`src/rtl/vector_norm_multi.sv`:
```
// Multi-mode vector norm engine: L1, L2, Linf and squared L2 over LANES unsigned lanes.
// Lanes are folded into an accumulator one per cycle; L2 then runs a restoring square root.
module vector_norm_multi #(
   parameter int WIDTH = 4,
   parameter int LANES = 4
) (
   input  logic                              clk,
   input  logic                              reset,
   input  logic                              start,
   input  logic [1:0]                        mode,
   input  logic [LANES*WIDTH-1:0]            V_in,
   output logic                              busy,
   output logic [2*WIDTH+$clog2(LANES)-1:0]  norm_out,
   output logic                              done
);

   localparam int LANE_BITS = $clog2(LANES);
   localparam int SUM_BITS  = 2*WIDTH + LANE_BITS;
   localparam int ROOT_BITS = (SUM_BITS + 1) / 2;
   localparam int RW        = 2*ROOT_BITS;
   localparam int IDX_BITS  = $clog2(LANES + 1);

   typedef enum logic [1:0] {
      IDLE  = 2'd0,
      ACCUM = 2'd1,
      SQRT  = 2'd2
   } state_t;

   state_t                    state_q;
   logic [LANES*WIDTH-1:0]    vec_q;
   logic [1:0]                mode_q;
   logic [SUM_BITS-1:0]       acc_q;
   logic [SUM_BITS-1:0]       acc_d;
   logic [IDX_BITS-1:0]       idx_q;
   logic [RW-1:0]             rem_q;
   logic [RW-1:0]             rem_d;
   logic [RW-1:0]             root_q;
   logic [RW-1:0]             root_d;
   logic [RW-1:0]             bit_q;
   logic [RW-1:0]             trial;
   logic [SUM_BITS-1:0]       norm_q;
   logic                      busy_q;
   logic                      done_q;
   logic [WIDTH-1:0]          lane_sel;
   logic [SUM_BITS-1:0]       lane_ext;

   always_comb begin
      lane_sel = '0;
      for (int i = 0; i < LANES; i++) begin
         if (idx_q == IDX_BITS'(i)) lane_sel = vec_q[i*WIDTH +: WIDTH];
      end
      lane_ext = SUM_BITS'(lane_sel);

      case (mode_q)
         2'd0:    acc_d = acc_q + lane_ext;
         2'd2:    acc_d = (lane_ext > acc_q) ? lane_ext : acc_q;
         default: acc_d = acc_q + lane_ext * lane_ext;
      endcase

      trial = root_q + bit_q;
      if (rem_q >= trial) begin
         rem_d  = rem_q - trial;
         root_d = (root_q >> 1) + bit_q;
      end else begin
         rem_d  = rem_q;
         root_d = root_q >> 1;
      end
   end

   always_ff @(posedge clk) begin
      if (reset) begin
         state_q <= IDLE;
         vec_q   <= '0;
         mode_q  <= '0;
         acc_q   <= '0;
         idx_q   <= '0;
         rem_q   <= '0;
         root_q  <= '0;
         bit_q   <= '0;
         norm_q  <= '0;
         busy_q  <= 1'b0;
         done_q  <= 1'b0;
      end else begin
         done_q <= 1'b0;
         case (state_q)
            IDLE: begin
               busy_q <= 1'b0;
               if (start) begin
                  vec_q   <= V_in;
                  mode_q  <= mode;
                  acc_q   <= '0;
                  idx_q   <= '0;
                  state_q <= ACCUM;
               end
            end
            ACCUM: begin
               // idx == LANES is the extra finishing cycle after the last lane
               if (idx_q == IDX_BITS'(LANES)) begin
                  if (mode_q == 2'd1) begin
                     rem_q   <= RW'(acc_q);
                     root_q  <= '0;
                     bit_q   <= RW'(1) << (RW - 2);
                     busy_q  <= 1'b1;
                     state_q <= SQRT;
                  end else begin
                     norm_q  <= acc_q;
                     done_q  <= 1'b1;
                     busy_q  <= 1'b0;
                     state_q <= IDLE;
                  end
               end else begin
                  acc_q  <= acc_d;
                  idx_q  <= idx_q + IDX_BITS'(1);
                  busy_q <= 1'b1;
               end
            end
            SQRT: begin
               rem_q  <= rem_d;
               root_q <= root_d;
               bit_q  <= bit_q >> 2;
               // bit reaches 1 on the last of the ROOT_BITS iterations
               if (bit_q == RW'(1)) begin
                  norm_q  <= SUM_BITS'(root_d);
                  done_q  <= 1'b1;
                  busy_q  <= 1'b0;
                  state_q <= IDLE;
               end else begin
                  busy_q <= 1'b1;
               end
            end
            default: begin
               busy_q  <= 1'b0;
               state_q <= IDLE;
            end
         endcase
      end
   end

   assign busy     = busy_q;
   assign done     = done_q;
   assign norm_out = norm_q;

endmodule

```
`config.mk`:
```
export PLATFORM = sky130hd
export DESIGN_NAME = vector_norm_multi
export DESIGN_NICKNAME = d
export VERILOG_FILES = /design/src/rtl/vector_norm_multi.sv
export SDC_FILE = /design/constraint.sdc
export NUM_CORES = 1
export LEC_CHECK = 0
export CAP_MARGIN = 30
export CORE_MARGIN = 1
export CORE_UTILIZATION = 40
export CTS_BUF_LIST = sky130_fd_sc_hd__clkbuf_4 sky130_fd_sc_hd__clkbuf_8 sky130_fd_sc_hd__clkbuf_16
export DETAILED_ROUTE_END_ITERATION = 10
export GPL_ROUTABILITY_DRIVEN = 0
export PLACE_DENSITY_LB_ADDON = 0.12
export SETUP_SLACK_MARGIN = 0.1
export SLEW_MARGIN = 40
export SYNTH_ARGS = -nofsm -noshare
export SYNTH_HDL_FRONTEND = slang
export SYNTH_SLANG_ARGS = --single-unit
```
`constraint.sdc`:
```
create_clock -name clk -period 4.2 [get_ports clk]
set_input_delay 0.42 -clock clk [delete_from_list [all_inputs] [get_ports clk]]
set_output_delay 0.42 -clock clk [all_outputs]
set_load 0.005 [all_outputs]
```
Word level (Yosys, flattened, before mapping)
Index checks and enable logic that the tools add are counted. W data, S select, Z words.

$add $sub $neg: 6. Multipliers: 1. Order comparisons: 2. Equality and inequality tests: 17. Multiplexer cells: 40. Reduce and logical (&&, ||, !) cells: 12.

Operators by type and width (count): $mux W10 (14); $pmux W10 S2 (6); $mux W4 (4); $ne A2 B2 Y1 const B (7); $reduce_and A4 Y1 (3); $add A10 B10 Y10 (1); $add A10 B4 Y10 (1); $add A10 B8 Y10 (1); $add A9 B10 Y10 (1); $eq A10 B1 Y1 const B (1); $ge A10 B10 Y1 (1); $gt A4 B10 Y1 (1); $sub A10 B10 Y10 (1); $reduce_and A3 Y1 (3); $mul A4 B4 Y8 (1); $mux W2 (4); $eq A3 B2 Y1 const B (2); $mux W1 (6); $mux W3 (2); $pmux W2 S3 (1); $pmux W3 S2 (1); $eq A2 B1 Y1 const B (2); $eq A2 B2 Y1 const B (2); $logic_not A2 Y1 (2); other kinds (8) (10).

Register bits: 75.

Depth between registers and ports, before layout
Gate-level depths: netlist of the first run.

Depth after elaboration: 10. Mapped depth: 16.

Least setup slack after synthesis of the first run
Ideal clock, no wire load.

Kind: reg-to-reg. From: register idx_q[0]. To: register acc_q[9]. Arrival time: 3.299 ns. Slack: 0.806 ns. Stages on the path, launching flop included: 17. Buffers on the path: 0. Path through: dfxtp_1 -> inv_1 -> ha_1 -> a21oi_1 -> o21ai_0 -> a32o_1 -> inv_1 -> nand2_1 -> nor2_1 -> fa_1 -> ha_1 -> a21oi_1 -> o2111ai_1 -> a21o_1 -> a21oi_1 -> xor2_1 -> o311ai_1.

Longest elaborated chain between the ends: 10. Elaborated cells between the ends (all ways): 19. Those cells by class: 2 x add/sub; 1 x mul; 1 x order compare; 6 x eq/ne; 7 x mux; 2 x reduce/logical.

RTL lines: start: declaration (RTL line 34) `logic [IDX_BITS-1:0] idx_q;`; start signal: assignment (RTL line 113) `idx_q <= idx_q + IDX_BITS'(1);`; $logic_not A3 Y1 (RTL line 50) `if (idx_q == IDX_BITS'(i)) lane_sel = vec_q[i*WIDTH +: WIDTH];`; $mux W4 (4 in series) (RTL line 50); $mul A4 B4 Y8 (RTL line 57) `default: acc_d = acc_q + lane_ext * lane_ext;`; $add A10 B8 Y10 (RTL line 57); $pmux W10 S2 (RTL line 54) `case (mode_q)`; $mux W10 (RTL line 98) `if (idx_q == IDX_BITS'(LANES)) begin`; $pmux W10 S2 (RTL line 85) `case (state_q)`; end signal: assignment (RTL line 75) `acc_q <= '0;`; end signal: assignment (RTL line 91) `acc_q <= '0;`; end signal: assignment (RTL line 112) `acc_q <= acc_d;`; end: declaration (RTL line 32) `logic [SUM_BITS-1:0] acc_q;`.

Several ways; a longest one is shown, not always the timed one. The select of a mux whose other input is x is not followed. A chain may end at the register's enable or synchronous reset.

Worst setup path in the final report of the first run
Same ends and word-level chain as after synthesis.

==> impl_metrics.yaml, run 1 <==
floorplan:
  rows: 40
  io_pins: 33
  coreArea_sq_mm: 0.0120
  initial_core_util_pct: 40.9
  fp.dieH_um: 113
  die_x_um: 113
  dieArea_sq_mm: 0.0127
clock_tree:
  insertion_delay_ns: 0.34
  cts.sinks: 70
  postCtsSetupBuffers: 0
  ctsResizeCount: 0
  clockBufferDepth: 2
  hold_buffers: 0
  cts_buffers: 9
  htree_levels: 3
  cts_tree: "yes"
  cts-root-buf: "clkbuf_16"
  cts.clk_slew.worst_paths_ns: 0.05
synth:
  synth.area.top_cells: "dfxtp_1, ha_1, nand2_1, a21oi_1, o21ai_0"
  syn_nets: 693
  yosysMostFrequentCell: "nand2_1"
  synth_top_area_cell: "dfxtp_1"
  synth_cell_types: 61
  synth_common_cells: "nand2_1, dfxtp_1, a21oi_1, ha_1, o21ai_0"
  postSynthCellCount: 618
  avgSynthCellArea_sq_um: 7.95
  seq_area_frac_synth_pct: 28.5
  synthesis.area_sq_mm: 0.00491
  synth_edf_count: 0
  yosys_warnings: 0
  ys.flop_type: "dfxtp_1"
  ys_ff_latch: 70
  yosysTopAreaCellShare_pct: 28.5
  async_flop_share_pct: 0
placement:
  hpwl_um: 9900
  place_area_sq_mm: 0.00534
  dpl_worst_slack_ns: 0.410
  numPortBuffers: 32
worst_setup_path:
  end_kind: "flip-flop"
  cp.required_ns: 4.44
  start_kind: "flip-flop"
  path_max_fanout: 8
  arrival_ns: 4.00
  path_class: "flip-flop to flip-flop"
timing:
  fin_crit_ns: 3.76
  tns_ns: 0
  grt_setup_unrepaired: "false"
  layout_worst_path_cycle_share_pct: 89.6
  hold_viol_final: 0
  worstMarginPinSlew_ns: 0.738
  slew_headroom_pct: 50.7
  timing.final.ws_setup_ns: 0.439
  setup_viol: 0
  fin_skew_ns: 0.00634
  drv_slew: 0
  max_freq_mhz: 266
outcome:
  outcome: "finished, final reports clean"
drt:
  drc: 0
  drt-total-wl_um: 13100
  drtIter0Drc: 225
  wl_per_cell_um: 16.6
  dr.pass1.iters: 5
  viasPerCell: 5.59
  ant_nets: 0
  via_count: 4431
power_and_ir_drop:
  power.leakage_nw: 2.25
  irDropWorstVdd_v: 0.000216
  powerDensity_mw_per_mm2: 306
  finalPower_mw: 1.72
global_routing:
  grt_max_degree: 41
  antenna_found_initial: 0
  grt_pass1_wl_um: 21600
  grt_pass1_vias: 4328
  grt-ovfl-total: 0
  grt.total_usage_pct: 21.8
final_layout:
  drive_gt1_share_pct: 5.42
  syn2layout_area_growth_pct: 14.3
  nNetsFinal: 716
  antennaDiodeCount: 0
  fin_area_sq_mm: 0.00562
min_path:
  hp-class: "flip-flop to flip-flop"
run:
  maxCapViolations: 0
==> layout by cell type, fill, tap and decap left out, types with 5 or more instances in the layout <==
cell type,n
nor3_1,14
inv_1,29
o21a_1,5
dfxtp_1,70
nand3_1,13
nand2_1,86
a31oi_1,8
o21bai_1,5
ha_1,49
a21o_1,8
clkbuf_16,9
nor2_1,45
xnor2_1,16
a211oi_1,16
fa_1,5
mux2i_1,15
clkdlybuf4s50_1,32
xor2_1,12
nand2b_1,9
nor2b_1,9
o21ai_0,48
a21oi_1,63
==> sequential cells by signal (all words and copies together) (netlist names) <==
name / cells
busy: 1
mode_q: 2
state_q: 2
rem_q: 10
idx_q: 3
bit_q: 5
root_q: 10
vec_q: 16
done: 1
norm_out: 10
acc_q: 10
==> where the power goes <==
group | total, mW | internal, mW | switching [mW] | leakage, nW
logic | 0.283 | 0.127 | 0.157 | 1.54
registers | 0.727 | 0.697 | 0.0299 | 0.569
clock network | 0.708 | 0.417 | 0.291 | 0.141
total | 1.72 | 1.24 | 0.477 | 2.25
==> worst paths after layout <==
kind | endpoint | slack (ns) | start | cells past startpoint
setup / recovery | acc_q[9] | 0.44 | idx_q[0] | 16
hold / removal | vec_q[11] | 0.46 | vec_q[11] | 2
setup reg to reg | acc_q[9] | 0.44 | idx_q[0] | 16
hold reg to reg | vec_q[11] | 0.46 | vec_q[11] | 2
==> through the flow <==
stage,std cells,hold slack (ns),utilization [%]
finish,793,0.456,46.8
global route,793,0.480,46.8
CTS,793,0.454,46.7
detailed placement,777,0.446,44.4
global placement,777,0.449,44.4
floorplan,618,0.431,-
==> cells by family after synthesis <==
kind of cell	count (synthesis)	share of synthesized area, %
multiplexers	16	3.36
buffers and inverters	52	4.30
AND/OR/NAND/NOR	207	19.7
AO/OA/AOI/OAI	191	24.6
XOR/XNOR	28	4.99
flip-flops	70	28.5
adder cells (fa/ha/maj)	54	14.5
==> critical path: stages, from the launching register on <==
cell and delay [ns]:
dfxtp_1 0.40, inv_1 0.09, ha_1 0.29, a21oi_1 0.16, o21ai_0 0.10, a32o_1 0.33, inv_1 0.15, nand2_1 0.11
nor2_1 0.14, fa_1 0.43, ha_1 0.35, a21oi_2 0.19, o2111ai_2 0.19, a21o_1 0.21, a21oi_1 0.16, xor2_1 0.08
o311ai_1 0.26
==> metal layers <==
metal / global-route usage, % / share of wire, % / up-vias
li1: - / - / 2261
met1: 26.4 / 45 / 2072
met2: 37.1 / 49 / 81
met3: 4.45 / 3.7 / 17
met4: 9.96 / 2.3 / 0
met5: 0 / 0 / -
==> final cells by class <==
class	instances	area, sq um
inverters	30	113
clock buffers	12	248
repair buffers	34	335
fillers	1212	6390
clock inverters	4	23.8
well taps	147	184
multi-input cells	496	3310
flip-flops and latches	70	1400
Note: power is estimated with default switching activity, not from simulation.
==> run 2: changes to the inputs <==
--- a/config.mk
+++ b/config.mk
@@ -6,6 +6,8 @@
 export NUM_CORES = 1
 export LEC_CHECK = 0
 export CAP_MARGIN = 30
+export CELL_PAD_IN_SITES_DETAIL_PLACEMENT = 0
+export CELL_PAD_IN_SITES_GLOBAL_PLACEMENT = 1
 export CORE_MARGIN = 1
 export CORE_UTILIZATION = 40
 export CTS_BUF_LIST = sky130_fd_sc_hd__clkbuf_4 sky130_fd_sc_hd__clkbuf_8 sky130_fd_sc_hd__clkbuf_16
==> impl_metrics.yaml, run 2 (same netlist as run 1, synthesis figures left out) <==
drt:
  wl_per_cell_um: 16.7
  drt-total-wl_um: 13200
  viasPerCell: 5.56
  dr.pass1.iters: 5
  ant_nets: 0
  drc: 0
  via_count: 4408
  drtIter0Drc: 290
worst_setup_path:
  cp_top_family: "compound AO/OA/AOI/OAI gates"
  end_kind: "flip-flop"
  start_kind: "flip-flop"
  worst-path-buf-inv: 2
  path_class: "flip-flop to flip-flop"
  cp.required_ns: 4.44
  cp_cell_sequence: "inv_1 -> ha_1 -> a21oi_1 -> o21ai_0 -> a32o_1 -> inv_1 -> nand2_1 -> nor2_1 -> fa_1 -> ha_1 -> a21oi_2 -> o2111ai_1 -> a21o_1 -> a21oi_1 -> xor2_1 -> o311ai_1"
  path_max_fanout: 8
  critPathSlowestCell: "fa_1"
  cpPeakStageDelay_ns: 0.43
  arrival_ns: 3.95
final_layout:
  final_cell_mix: "nand2_1, dfxtp_1, a21oi_1, ha_1, o21ai_0"
  largest_reg_flops: 16
  antennaDiodeCount: 0
  top_register: "vec_q"
  layout_commonest_cell: "nand2_1"
  drive_gt1_share_pct: 5.26
  post-route-util_pct: 47.0
  syn2layout_area_growth_pct: 14.9
  nNetsFinal: 716
power_and_ir_drop:
  combPwrFrac_pct: 15.8
  irDropWorstVdd_v: 0.000203
  internal_power_mw: 1.30
  swShare_pct: 28.0
  pwr-share-clk_pct: 44.1
  finalPower_mw: 1.81
  sequentialPowerShare_pct: 40.0
  power.leakage_nw: 2.25
  powerDensity_mw_per_mm2: 321
  net-switching-power_mw: 0.507
clock_tree:
  clockBufferDepth: 2
  cts.clk_slew.worst_paths_ns: 0.06
  cts_buffers: 9
  cts-root-buf: "clkbuf_16"
  cts_tree: "yes"
  cts.sinks: 70
  hold_buffers: 0
  insertion_delay_ns: 0.34
  htree_levels: 3
timing:
  tns_ns: 0
  fin_hold_ws_ns: 0.455
  fin_crit_ns: 3.71
  max_freq_mhz: 270
  fin_skew_ns: 0.00413
  grt_setup_unrepaired: "false"
  timing.final.ws_setup_ns: 0.490
  slew_headroom_pct: 49.5
  worstMarginPinSlew_ns: 0.758
  hold_viol_final: 0
  layout_worst_path_cycle_share_pct: 88.3
  setup_viol: 0
  drv_slew: 0
global_routing:
  grt-ovfl-total: 0
  grt_pass1_wl_um: 21900
  grt_pass1_vias: 4194
  antenna_found_initial: 0
  grt.total_usage_pct: 22.1
  grt_max_degree: 42
floorplan:
  die_x_um: 113
  dieArea_sq_mm: 0.0127
  io_pins: 33
  coreArea_sq_mm: 0.0120
  rows: 40
  initial_core_util_pct: 40.9
  fp.dieH_um: 113
placement:
  numPortBuffers: 32
  hpwl_um: 9950
  dpl_worst_slack_ns: 0.496
outcome:
  outcome: "finished, final reports clean"
min_path:
  hp-class: "flip-flop to flip-flop"
run:
  maxCapViolations: 0
## run 2: cell types whose count changed in the layout (fill, tap and decap cells not counted), sizes merged
| cell | before | now |
|---|---|---|
| clkbuf | 12 | 10 |
| clkinvlp | 0 | 1 |
| bufinv | 0 | 1 |
| inv | 29 | 30 |
| clkinv | 5 | 4 |
## run 2: what timing repair did
item | CTS | global route
hold endpoints to repair | 0 | 0
setup endpoints to repair | 0 | 1
buffers inserted | 0 | 0
gates resized for setup | 0 | 1
## run 2: path summary, 6_finish.rpt
kind                            slack, ns  endpoint  cells past startpoint      from
worst max-delay path                 0.49  acc_q[9]                     16  idx_q[1]
worst min-delay path                 0.45  vec_q[9]                      2  vec_q[9]
worst max register to register       0.49  acc_q[9]                     16  idx_q[1]
worst min register to register       0.45  vec_q[9]                      2  vec_q[9]
## run 2: cell type report
cell class                      instances  area [sq um]
Clock inverter                          6          68.8
Tap cell                              147           184
Timing Repair Buffer                   34           335
Fill cell                            1180          6360
Multi-Input combinational cell        496          3310
Clock buffer                           10           239
Sequential cell                        70          1400
Inverter                               30           113
## run 2: per-layer routing
metal | vias up | part of all wire, % | track usage [%]
li1 | 2265 | - | -
met1 | 2065 | 46 | 28.6
met2 | 61 | 49 | 37.4
met3 | 17 | 2.7 | 3.70
met4 | 0 | 2.0 | 6.93
met5 | - | 0 | 0
## run 2: power by group through the flow
stage | Clock (mW) | Combinational, mW | Sequential (mW)
2_1_floorplan | 0 | 0.196 | 0.728
3_3_place_gp | 0 | 0.285 | 0.740
3_5_place_dp | 0 | 0.287 | 0.740
4_1_cts | 0.816 | 0.289 | 0.725
5_1_grt | 0.849 | 0.321 | 0.729
6_report | 0.799 | 0.287 | 0.725
## run 2: tightest hold or removal path, cell delays in order (launching register included)
cell and delay [ns]:
dfxtp_1 0.31, nand2_1 0.05, a21oi_1 0.05
## run 2: metrics by stage
stage          cells  instance area (sq um)
2_1_floorplan    618                   4910
3_3_place_gp     777                   5340
3_5_place_dp     777                   5340
4_1_cts          793                   5640
5_1_grt          793                   5650
6_report         793                   5650
==> run 3: changes to the inputs <==
--- a/config.mk
+++ b/config.mk
@@ -13,6 +13,7 @@
 export CTS_BUF_LIST = sky130_fd_sc_hd__clkbuf_4 sky130_fd_sc_hd__clkbuf_8 sky130_fd_sc_hd__clkbuf_16
 export DETAILED_ROUTE_END_ITERATION = 10
 export GPL_ROUTABILITY_DRIVEN = 0
+export MAX_ROUTING_LAYER = met4
 export PLACE_DENSITY_LB_ADDON = 0.12
 export SETUP_SLACK_MARGIN = 0.1
 export SLEW_MARGIN = 40
==> impl_metrics.yaml, run 3 (same netlist as run 1, synthesis figures left out) <==
outcome:
  outcome: "finished, final reports clean"
floorplan:
  coreArea_sq_mm: 0.0120
  initial_core_util_pct: 40.9
  rows: 40
  die_x_um: 113
  fp.dieH_um: 113
  dieArea_sq_mm: 0.0127
  io_pins: 33
global_routing:
  grt_pass1_vias: 4194
  grt_max_degree: 42
  use_met1_pct: 28.7
  grt-ovfl-total: 0
  grtUsageMet2_pct: 37.2
  grtUsageMet3_pct: 3.70
  antenna_found_initial: 0
  busiest_layer: "met2"
  grt.total_usage_pct: 22.7
  grt_pass1_wl_um: 21900
timing:
  worstMarginPinSlew_ns: 0.747
  fin_crit_ns: 3.71
  hold_viol_final: 0
  timing.final.ws_setup_ns: 0.490
  drv_slew: 0
  setup_viol: 0
  tns_ns: 0
  layout_worst_path_cycle_share_pct: 88.3
  fin_skew_ns: 0.00523
  grt_setup_unrepaired: "false"
  max_freq_mhz: 270
  slew_headroom_pct: 50.2
final_layout:
  top_register: "vec_q"
  nNetsFinal: 716
  drive_gt1_share_pct: 5.26
  layout_commonest_cell: "nand2_1"
  largest_reg_flops: 16
  n_fill_cell: 1180
  antennaDiodeCount: 0
  final_cell_mix: "nand2_1, dfxtp_1, a21oi_1, ha_1, o21ai_0"
  syn2layout_area_growth_pct: 14.9
drt:
  ant_nets: 0
  wl_per_cell_um: 16.7
  dr.pass1.iters: 5
  drtIter0Drc: 239
  drc: 0
  viasPerCell: 5.52
  drt-total-wl_um: 13200
  via_count: 4379
worst_setup_path:
  cp_cell_sequence: "inv_1 -> ha_1 -> a21oi_1 -> o21ai_0 -> a32o_1 -> inv_1 -> nand2_1 -> nor2_1 -> fa_1 -> ha_1 -> a21oi_2 -> o2111ai_1 -> a21o_1 -> a21oi_1 -> xor2_1 -> o311ai_1"
  path_class: "flip-flop to flip-flop"
  path_max_fanout: 8
  critPathSlowestCell: "fa_1"
  arrival_ns: 3.95
  cpPeakStageDelay_ns: 0.43
  start_kind: "flip-flop"
  cp.required_ns: 4.44
  end_kind: "flip-flop"
clock_tree:
  clockBufferDepth: 2
  cts.sinks: 70
  ctsResizeCount: 0
  postCtsSetupBuffers: 0
  cts_buffers: 9
  cts_tree: "yes"
  insertion_delay_ns: 0.34
  cts.clk_slew.worst_paths_ns: 0.06
  cts-root-buf: "clkbuf_16"
  htree_levels: 3
  hold_buffers: 0
power_and_ir_drop:
  pwr-share-clk_pct: 44.3
  combPwrFrac_pct: 15.8
  power.leakage_nw: 2.25
  irDropWorstVdd_v: 0.000203
  internal_power_mw: 1.30
  powerDensity_mw_per_mm2: 321
  swShare_pct: 28.2
  net-switching-power_mw: 0.512
  sequentialPowerShare_pct: 39.9
placement:
  numPortBuffers: 32
  dpl_worst_slack_ns: 0.496
  hpwl_um: 9950
min_path:
  hp-class: "flip-flop to flip-flop"
run:
  maxCapViolations: 0
run 3: worst max-delay path: cells and delay by family, from the launching register on:
family | cells | cell delay (ns)
AND/OR/NAND/NOR | 2 | 0.27
buffers and inverters | 2 | 0.24
XOR/XNOR | 1 | 0.08
adder cells (fa/ha/maj) | 3 | 1.05
flip-flops | 1 | 0.39
AO/OA/AOI/OAI | 8 | 1.58
run 3: path summary, 6_finish.rpt:
kind,start,end,slack [ns],cells after the start
worst max register to register,idx_q[1],acc_q[9],0.49,16
worst min-delay path,vec_q[7],vec_q[7],0.46,2
worst min register to register,vec_q[7],vec_q[7],0.46,2
worst max-delay path,idx_q[1],acc_q[9],0.49,16
run 3: per-stage QoR:
step / power, mW / hold WS (ns) / util, % / instances / area, sq um
6_report: 1.81 / 0.455 / 47.0 / 793 / 5650
5_1_grt: 1.90 / 0.472 / 47.0 / 793 / 5650
2_1_floorplan: 0.924 / 0.431 / - / 618 / 4910
4_1_cts: 1.83 / 0.458 / 47.0 / 793 / 5640
3_5_place_dp: 1.03 / 0.450 / 44.4 / 777 / 5340
3_3_place_gp: 1.02 / 0.449 / 44.4 / 777 / 5340
run 3: per-layer routing:
layer  wire length, um  vias up
met2              6460       56
met4               218        0
li1                  -     2260
met1              6210     2048
met3               325       15
met5                 0        -
run 3: area by class of cell:
class	count	area (sq um)	share of cell area, %
Timing Repair Buffer	34	335	5.94
Sequential cell	70	1400	24.8
Clock inverter	6	68.8	1.22
Inverter	30	113	1.99
Multi-Input combinational cell	496	3310	58.5
Tap cell	147	184	3.26
Clock buffer	10	239	4.23
run 3: power by group through the flow:
stage | sequential [mW] | clock [mW] | combinational (mW)
after detailed placement | 0.740 | 0 | 0.287
after global placement | 0.740 | 0 | 0.285
after floorplan | 0.728 | 0 | 0.196
final | 0.725 | 0.803 | 0.287
after CTS | 0.725 | 0.816 | 0.289
after global routing | 0.729 | 0.848 | 0.321
